--- src/rtl/spi_bridge_pkg.sv ---
// Shared constants and types for the SPI command arbiter.
// The command word layout and the response FSM states live here.
package spi_bridge_pkg;

  localparam int CMD_W    = 41;
  localparam int DATA_W   = 32;
  localparam int WR_BIT   = 40;
  localparam int CS_BIT   = 39;
  localparam int ADDR_MSB = 38;
  localparam int ADDR_LSB = 32;

  typedef enum logic {
    R_IDLE,
    R_HOLD
  } rsp_state_e;

endpackage

--- src/rtl/spi_cmd_arbiter_if.sv ---
// Requester, response and TX/RX FIFO signals of the SPI command arbiter.
// The arbiter connects through the slave modport; the bench or fabric drives the master side.
interface spi_cmd_arbiter_if;
  import spi_bridge_pkg::*;

  logic              req0_valid;
  logic [CMD_W-1:0]  req0_cmd;
  logic              req0_ready;
  logic              req1_valid;
  logic [CMD_W-1:0]  req1_cmd;
  logic              req1_ready;

  logic              rsp0_valid;
  logic [DATA_W-1:0] rsp0_data;
  logic              rsp0_ready;
  logic              rsp1_valid;
  logic [DATA_W-1:0] rsp1_data;
  logic              rsp1_ready;

  logic [CMD_W-1:0]  Tx_FIFO_data_out;
  logic              Tx_FIFO_write_en;
  logic              Tx_FIFO_full;
  logic [DATA_W-1:0] Rx_FIFO_data_in;
  logic              Rx_FIFO_read_en;
  logic              Rx_FIFO_empty;

  modport master (
    output req0_valid, req0_cmd, req1_valid, req1_cmd,
    input  req0_ready, req1_ready,
    input  rsp0_valid, rsp0_data, rsp1_valid, rsp1_data,
    output rsp0_ready, rsp1_ready,
    input  Tx_FIFO_data_out, Tx_FIFO_write_en,
    output Tx_FIFO_full,
    output Rx_FIFO_data_in, Rx_FIFO_empty,
    input  Rx_FIFO_read_en
  );

  modport slave (
    input  req0_valid, req0_cmd, req1_valid, req1_cmd,
    output req0_ready, req1_ready,
    output rsp0_valid, rsp0_data, rsp1_valid, rsp1_data,
    input  rsp0_ready, rsp1_ready,
    output Tx_FIFO_data_out, Tx_FIFO_write_en,
    input  Tx_FIFO_full,
    input  Rx_FIFO_data_in, Rx_FIFO_empty,
    output Rx_FIFO_read_en
  );

endinterface

--- src/rtl/spi_cmd_arbiter_tag_fifo.sv ---
// Tag FIFO: one bit per outstanding read, recording which requester issued it.
// Depth is a power of two so the pointers wrap naturally.
module spi_tag_fifo #(
  parameter int TAG_DEPTH = 4
) (
  input  logic                       clk,
  input  logic                       reset,
  input  logic                       push,
  input  logic                       din,
  input  logic                       pop,
  output logic                       dout,
  output logic                       full,
  output logic                       empty,
  output logic [$clog2(TAG_DEPTH):0] count
);

  localparam int AW = $clog2(TAG_DEPTH);

  logic [TAG_DEPTH-1:0] mem;
  logic [AW-1:0]        wr_ptr;
  logic [AW-1:0]        rd_ptr;
  logic                 do_push;
  logic                 do_pop;

  assign do_push = push && !full;
  assign do_pop  = pop && !empty;

  always_ff @(posedge clk or posedge reset) begin
    if (reset) begin
      mem    <= '0;
      wr_ptr <= '0;
      rd_ptr <= '0;
      count  <= '0;
    end else begin
      if (do_push) begin
        mem[wr_ptr] <= din;
        wr_ptr      <= wr_ptr + 1'b1;
      end
      if (do_pop) begin
        rd_ptr <= rd_ptr + 1'b1;
      end
      count <= count + (AW+1)'(do_push) - (AW+1)'(do_pop);
    end
  end

  assign dout  = mem[rd_ptr];
  assign full  = (count == (AW+1)'(TAG_DEPTH));
  assign empty = (count == '0);

endmodule

--- src/rtl/spi_cmd_arbiter.sv ---
// Round-robin arbiter sharing the SPI master between two requesters, with
// in-order routing of read data back to the requester that issued each read.
module spi_cmd_arbiter
  import spi_bridge_pkg::*;
#(
  parameter int TAG_DEPTH = 4
) (
  input  logic                       clk,
  input  logic                       reset,
  spi_cmd_arbiter_if.slave           bus,
  output logic [$clog2(TAG_DEPTH):0] rd_outstanding,
  output logic                       orphan_err
);

  logic             rr_last;
  logic             tx_we_q;
  logic [CMD_W-1:0] tx_data_q;

  logic             tag_full;
  logic             tag_empty;
  logic             tag_head;
  logic             tag_pop;
  logic             tag_push;

  logic             elig0;
  logic             elig1;
  logic             can_grant;
  logic             grant0;
  logic             grant1;

  rsp_state_e        state;
  rsp_state_e        state_nxt;
  logic              rsp_sel;
  logic [DATA_W-1:0] rsp_data_q;
  logic              capture;
  logic              rx_pop;
  logic              orphan_set;

  // A read may only be accepted while there is room to remember its requester.
  assign elig0 = bus.req0_valid && !(!bus.req0_cmd[WR_BIT] && tag_full);
  assign elig1 = bus.req1_valid && !(!bus.req1_cmd[WR_BIT] && tag_full);

  // Blocking grants in the push cycle limits TX pushes to one every other clock.
  assign can_grant = !bus.Tx_FIFO_full && !tx_we_q;
  assign grant0    = can_grant && elig0 && (!elig1 || rr_last);
  assign grant1    = can_grant && elig1 && (!elig0 || !rr_last);

  assign bus.req0_ready = grant0;
  assign bus.req1_ready = grant1;

  assign tag_push = (grant0 && !bus.req0_cmd[WR_BIT]) ||
                    (grant1 && !bus.req1_cmd[WR_BIT]);

  always_ff @(posedge clk or posedge reset) begin
    if (reset) begin
      rr_last   <= 1'b1;
      tx_we_q   <= 1'b0;
      tx_data_q <= '0;
    end else begin
      tx_we_q <= grant0 || grant1;
      if (grant0) begin
        rr_last   <= 1'b0;
        tx_data_q <= bus.req0_cmd;
      end else if (grant1) begin
        rr_last   <= 1'b1;
        tx_data_q <= bus.req1_cmd;
      end
    end
  end

  assign bus.Tx_FIFO_write_en = tx_we_q;
  assign bus.Tx_FIFO_data_out = tx_data_q;

  spi_tag_fifo #(
    .TAG_DEPTH (TAG_DEPTH)
  ) u_tag_fifo (
    .clk   (clk),
    .reset (reset),
    .push  (tag_push),
    .din   (grant1),
    .pop   (tag_pop),
    .dout  (tag_head),
    .full  (tag_full),
    .empty (tag_empty),
    .count (rd_outstanding)
  );

  always_comb begin
    state_nxt  = state;
    rx_pop     = 1'b0;
    tag_pop    = 1'b0;
    capture    = 1'b0;
    orphan_set = 1'b0;
    case (state)
      R_IDLE: begin
        if (!bus.Rx_FIFO_empty) begin
          rx_pop = 1'b1;
          if (!tag_empty) begin
            tag_pop   = 1'b1;
            capture   = 1'b1;
            state_nxt = R_HOLD;
          end else begin
            orphan_set = 1'b1;
          end
        end
      end
      R_HOLD: begin
        if (rsp_sel ? bus.rsp1_ready : bus.rsp0_ready) begin
          state_nxt = R_IDLE;
        end
      end
      default: state_nxt = R_IDLE;
    endcase
  end

  always_ff @(posedge clk or posedge reset) begin
    if (reset) begin
      state      <= R_IDLE;
      rsp_sel    <= 1'b0;
      rsp_data_q <= '0;
      orphan_err <= 1'b0;
    end else begin
      state <= state_nxt;
      if (capture) begin
        rsp_sel    <= tag_head;
        rsp_data_q <= bus.Rx_FIFO_data_in;
      end
      if (orphan_set) begin
        orphan_err <= 1'b1;
      end
    end
  end

  assign bus.Rx_FIFO_read_en = rx_pop;
  assign bus.rsp0_valid      = (state == R_HOLD) && !rsp_sel;
  assign bus.rsp1_valid      = (state == R_HOLD) && rsp_sel;
  assign bus.rsp0_data       = rsp_data_q;
  assign bus.rsp1_data       = rsp_data_q;

endmodule

--- src/flat_wrapper.sv ---
// flat-port wrapper written by rule: the top's interface ports become plain ports
module spi_cmd_arbiter_flat import spi_bridge_pkg::*;
#(
  parameter int TAG_DEPTH = 4
)
  (clk, reset, rd_outstanding, orphan_err, bus_req0_valid, bus_req0_cmd, bus_req1_valid, bus_req1_cmd, bus_req0_ready, bus_req1_ready, bus_rsp0_valid, bus_rsp0_data, bus_rsp1_valid, bus_rsp1_data, bus_rsp0_ready, bus_rsp1_ready, bus_Tx_FIFO_data_out, bus_Tx_FIFO_write_en, bus_Tx_FIFO_full, bus_Rx_FIFO_data_in, bus_Rx_FIFO_empty, bus_Rx_FIFO_read_en);
  spi_cmd_arbiter_if bus_i ();
  input  logic clk;
  input  logic reset;
  output logic [$clog2(TAG_DEPTH):0] rd_outstanding;
  output logic orphan_err;
  input wire logic [$bits(bus_i.req0_valid)-1:0] bus_req0_valid;
  input wire logic [$bits(bus_i.req0_cmd)-1:0] bus_req0_cmd;
  input wire logic [$bits(bus_i.req1_valid)-1:0] bus_req1_valid;
  input wire logic [$bits(bus_i.req1_cmd)-1:0] bus_req1_cmd;
  output wire logic [$bits(bus_i.req0_ready)-1:0] bus_req0_ready;
  output wire logic [$bits(bus_i.req1_ready)-1:0] bus_req1_ready;
  output wire logic [$bits(bus_i.rsp0_valid)-1:0] bus_rsp0_valid;
  output wire logic [$bits(bus_i.rsp0_data)-1:0] bus_rsp0_data;
  output wire logic [$bits(bus_i.rsp1_valid)-1:0] bus_rsp1_valid;
  output wire logic [$bits(bus_i.rsp1_data)-1:0] bus_rsp1_data;
  input wire logic [$bits(bus_i.rsp0_ready)-1:0] bus_rsp0_ready;
  input wire logic [$bits(bus_i.rsp1_ready)-1:0] bus_rsp1_ready;
  output wire logic [$bits(bus_i.Tx_FIFO_data_out)-1:0] bus_Tx_FIFO_data_out;
  output wire logic [$bits(bus_i.Tx_FIFO_write_en)-1:0] bus_Tx_FIFO_write_en;
  input wire logic [$bits(bus_i.Tx_FIFO_full)-1:0] bus_Tx_FIFO_full;
  input wire logic [$bits(bus_i.Rx_FIFO_data_in)-1:0] bus_Rx_FIFO_data_in;
  input wire logic [$bits(bus_i.Rx_FIFO_empty)-1:0] bus_Rx_FIFO_empty;
  output wire logic [$bits(bus_i.Rx_FIFO_read_en)-1:0] bus_Rx_FIFO_read_en;
  assign bus_i.req0_valid = bus_req0_valid;
  assign bus_i.req0_cmd = bus_req0_cmd;
  assign bus_i.req1_valid = bus_req1_valid;
  assign bus_i.req1_cmd = bus_req1_cmd;
  assign bus_req0_ready = bus_i.req0_ready;
  assign bus_req1_ready = bus_i.req1_ready;
  assign bus_rsp0_valid = bus_i.rsp0_valid;
  assign bus_rsp0_data = bus_i.rsp0_data;
  assign bus_rsp1_valid = bus_i.rsp1_valid;
  assign bus_rsp1_data = bus_i.rsp1_data;
  assign bus_i.rsp0_ready = bus_rsp0_ready;
  assign bus_i.rsp1_ready = bus_rsp1_ready;
  assign bus_Tx_FIFO_data_out = bus_i.Tx_FIFO_data_out;
  assign bus_Tx_FIFO_write_en = bus_i.Tx_FIFO_write_en;
  assign bus_i.Tx_FIFO_full = bus_Tx_FIFO_full;
  assign bus_i.Rx_FIFO_data_in = bus_Rx_FIFO_data_in;
  assign bus_i.Rx_FIFO_empty = bus_Rx_FIFO_empty;
  assign bus_Rx_FIFO_read_en = bus_i.Rx_FIFO_read_en;
  spi_cmd_arbiter #(.TAG_DEPTH(TAG_DEPTH)) u_core (.clk(clk), .reset(reset), .bus(bus_i), .rd_outstanding(rd_outstanding), .orphan_err(orphan_err));
endmodule
--- config.mk ---
export PLATFORM = sky130hd
export DESIGN_NAME = spi_cmd_arbiter_flat
export DESIGN_NICKNAME = d
export VERILOG_FILES = /design/src/rtl/spi_bridge_pkg.sv /design/src/rtl/spi_cmd_arbiter_if.sv /design/src/rtl/spi_cmd_arbiter_tag_fifo.sv /design/src/rtl/spi_cmd_arbiter.sv /design/src/flat_wrapper.sv
export SDC_FILE = /design/constraint.sdc
export NUM_CORES = 1
export LEC_CHECK = 0
export CAP_MARGIN = 20
export CORE_ASPECT_RATIO = 0.6
export CORE_MARGIN = 2
export CORE_UTILIZATION = 40
export CTS_CLUSTER_SIZE = 28
export DETAILED_ROUTE_END_ITERATION = 16
export PLACE_DENSITY = 0.94
export SLEW_MARGIN = 20
export SYNTH_ARGS = -nofsm -noshare
export SYNTH_HDL_FRONTEND = slang
export SYNTH_HIERARCHICAL = 1
export SYNTH_SLANG_ARGS = --single-unit
--- constraint.sdc ---
create_clock -name clk -period 9.26 [get_ports clk]
set_input_delay 1.852 -clock clk [delete_from_list [all_inputs] [get_ports clk]]
set_output_delay 1.852 -clock clk [all_outputs]
set_load 0.05 [all_outputs]
==> impl_metrics.csv <==
group,metric,value,unit
synth,synth_top_area_frac,0.531,
final_layout,areaGrowthSynthToFinish,62.2,%
cts,worstSkewPairLatency,0.33,ns
outcome,status,"completed",
setup_path,crit_slowest_cell,"clkdlybuf4s50_1",
synth,yosys_warnings,6,
setup_path,cp.buffers_inverters,2,
placement,hpwl,8800,um
sta,hold_violations,0,
setup_path,worst-setup-path-type,"in -> out",
floorplan,rows,28,
global_routing,grt_pass1_wl,18500,um
cts,clockBufferDepth,2,
synth,synthXorXnorAreaFrac,0.0106,
sta,rsz0062_at_grt,"false",
floorplan,ioPinCount,237,
cts,postCtsSetupBuffers,0,
setup_path,path_max_fanout,44,
synth,netlist_area,0.00414,mm^2
sta,fin_skew,0.00483,ns
final_layout,final_common_cell,"clkdlybuf4s50_1",
floorplan,coreArea,0.00998,mm^2
cts,cts_tree,"yes",
sta,fin_crit_sh,0.682,
synth,synth_ff_type,"dfrtp_1",
final_layout,final_nets,642,
power,ir_drop,0.290,mV
drt,via_per_inst,5.02,
synth,synth_fa_ha_area_frac,0.0229,
synth,ys_ff_latch,89,
setup_path,slowest_delay,0.89,ns
floorplan,die_h,82.8,um
sta,worstMarginPinSlew,0.863,ns
cts,htree_levels,3,
synth,synth_top_family_by_area,"compound AO/OA/AOI/OAI gates",
cts,cts_root_buf,"clkbuf_16",
final_layout,regArea,0.00223,mm^2
synth,yosysTopAreaCell,"dfrtp_1",
drt,routed_wl,11800,um
global_routing,grt_pass1_vias,3424,
job,maxCapViolCount,0,
setup_path,rrSetupSlack,5.36,ns
final_layout,fin_cells,653,
floorplan,start_util,0.415,
global_routing,grt_max_degree,79,
placement,place_inst,636,
cts,cts_buffers,9,
placement,globalplace.congestion,0.784,
final_layout,multi_input_area,0.00152,mm^2
synth,synth_cell_types,35,
floorplan,die_w,135,um
drt,post_drt_wl_per_cell,18.0,um
cts,clkTransAtPathRegs,0.06,ns
final_layout,num_antenna_cells,0,
setup_path,critical_path.top_delay_family,"buffers and inverters",
final_layout,mostFrequentLayoutCells,"236 x clkdlybuf4s50_1, 88 x dfrtp_1, 42 x or3_1, 41 x o221a_1, 27 x mux2_2",
drt,postRouteAntennaNets,0,
global_routing,antenna_found_initial,0,
sta,tns,0,ns
setup_path,cp_data_arrival_time,4.47,ns
final_layout,drive_gt1_frac,0.112,
sta,min_period,6.32,ns
cts,cts.sinks,89,
power,powerDensity,424,mW/mm^2
hold_path,min_path_type,"reg -> reg",
drt,dr.pass1.iters,4,
synth,syn_inst,315,
placement,io_buffers,236,
synth,synth_nets,444,
floorplan,die_area,0.0112,mm^2
drt,drc,0,
synth,synth_area_leaders,"dfrtp_1 53%, o221a_1 11%, mux2_2 7.3%, or3_1 6.3%, buf_4 6.2%",
synth,ys_seq_area_frac,0.538,
synth,synth-async-reset-ratio,1.00,
final_layout,fillers,709,
global_routing,grt_overflow,0,
cts,cts_repair_resize_count,0,
sta,relSlewSlack,0.423,
drt,dr_total_vias,3281,
drt,drt_iter0_markers,122,
sta,fmax,158,MHz
setup_path,path_common_cell,"clkdlybuf4s50_1",
sta,setup_viol_count_final,0,
synth,yosys-mux-area-fraction,0.109,
synth,synthSimpleGateAreaFrac,0.101,
synth,synth_edf_count,0,
power,leakage,2.66,nW
synth,avgSynthCellArea,13.2,um^2
synth,synth-compound-area-share,0.121,
global_routing,grt_use_total,0.208,
setup_path,end_kind,"primary output",
setup_path,path_cells,"clkdlybuf4s50_1 > nand2b_1 > nand3_2 > nor2_1 > clkdlybuf4s50_1",
setup_path,critPathLaunchType,"input port",
cts,cts_hold_buf,0,
setup_path,crit_required,7.41,ns
sta,report.final.slew_viol_count,0,
==> synth_stat cells (all sizes together) (2+ instances only) <==
cell type  count
and2           2
buf           45
clkbuf         8
dfrtp         88
ha             6
inv           13
mux2          38
nand2          3
nand3          6
nor2           4
nor2b          2
o221a         41
or3           42
xnor2          4
==> state kept, by name (all words and copies together), names as in the netlist, 2 cells and up <==
name and flops:
u_core/u_tag_fifo/mem 4, u_core/u_tag_fifo/count 3, u_core/u_tag_fifo/wr_ptr 2, u_core/bus.Tx_FIFO_data_out 41, u_core/bus.rsp0_data 32, u_core/u_tag_fifo/rd_ptr 2
==> logic make-up after synthesis <==
| logic type | Yosys count |
|---|---|
| DFF | 89 |
| buffers and inverters | 66 |
| and+or+nand+nor | 63 |
| AOI/OAI and AO/OA | 46 |
| muxes | 39 |
| adders and majority gates | 7 |
| xor gates and xnor gates | 5 |
==> layer usage <==
metal | wire length (um) | up-vias | global-route usage
li1 | - | 1523 | -
met1 | 5110 | 1611 | 0.269
met2 | 5780 | 131 | 0.351
met3 | 752 | 16 | 0.0543
met4 | 141 | 0 | 0.0540
met5 | 0 | - | 0
==> stage by stage <==
step                      area [um^2]  setup WS, ns  power (W)  hold slack, ns   util
final                            6720          2.94    0.00285           0.459  0.673
after floorplan                  4140          4.32    0.00192           0.459      -
after CTS                        6700          2.95    0.00287           0.463  0.671
after global placement           6340          3.05    0.00240           0.444  0.635
after detailed placement         6340          2.96    0.00243           0.450  0.635
after global routing             6720          2.68    0.00296           0.473  0.673
==> layout make-up <==
| type | count | area share |
|---|---|---|
| repair buffers | 240 | 0.358 |
| multi-input cells | 160 | 0.225 |
| clock inverters | 4 | 0.0147 |
| clock buffers | 12 | 0.0382 |
| inverters | 13 | 0.00744 |
| well taps | 135 | 0.0251 |
| flip-flops and latches | 89 | 0.331 |
==> report_power, final <==
group          internal (W)  total [W]  switching, W  leakage [nW]
combinational      0.000616    0.00172       0.00111          1.48
sequential         0.000569   0.000702      0.000133          1.01
clock              0.000279   0.000425      0.000146         0.173
==> final timing paths <==
| check | startpoint | end | depth (start not counted) |
|---|---|---|---|
| worst max-delay path | bus_req1_cmd[40] | bus_req1_ready | 5 |
| worst min-delay path | u_core/orphan_err | u_core/orphan_err | 1 |
| worst max register to register | u_core/u_tag_fifo/count[2] | u_core/u_tag_fifo/count[2] | 14 |
| worst min register to register | u_core/orphan_err | u_core/orphan_err | 1 |
| max in group asynchronous | reset | u_core/rr_last | 4 |
| min in group asynchronous | reset | u_core/u_tag_fifo/mem[1] | 2 |
(Power assumes the default switching activity.)
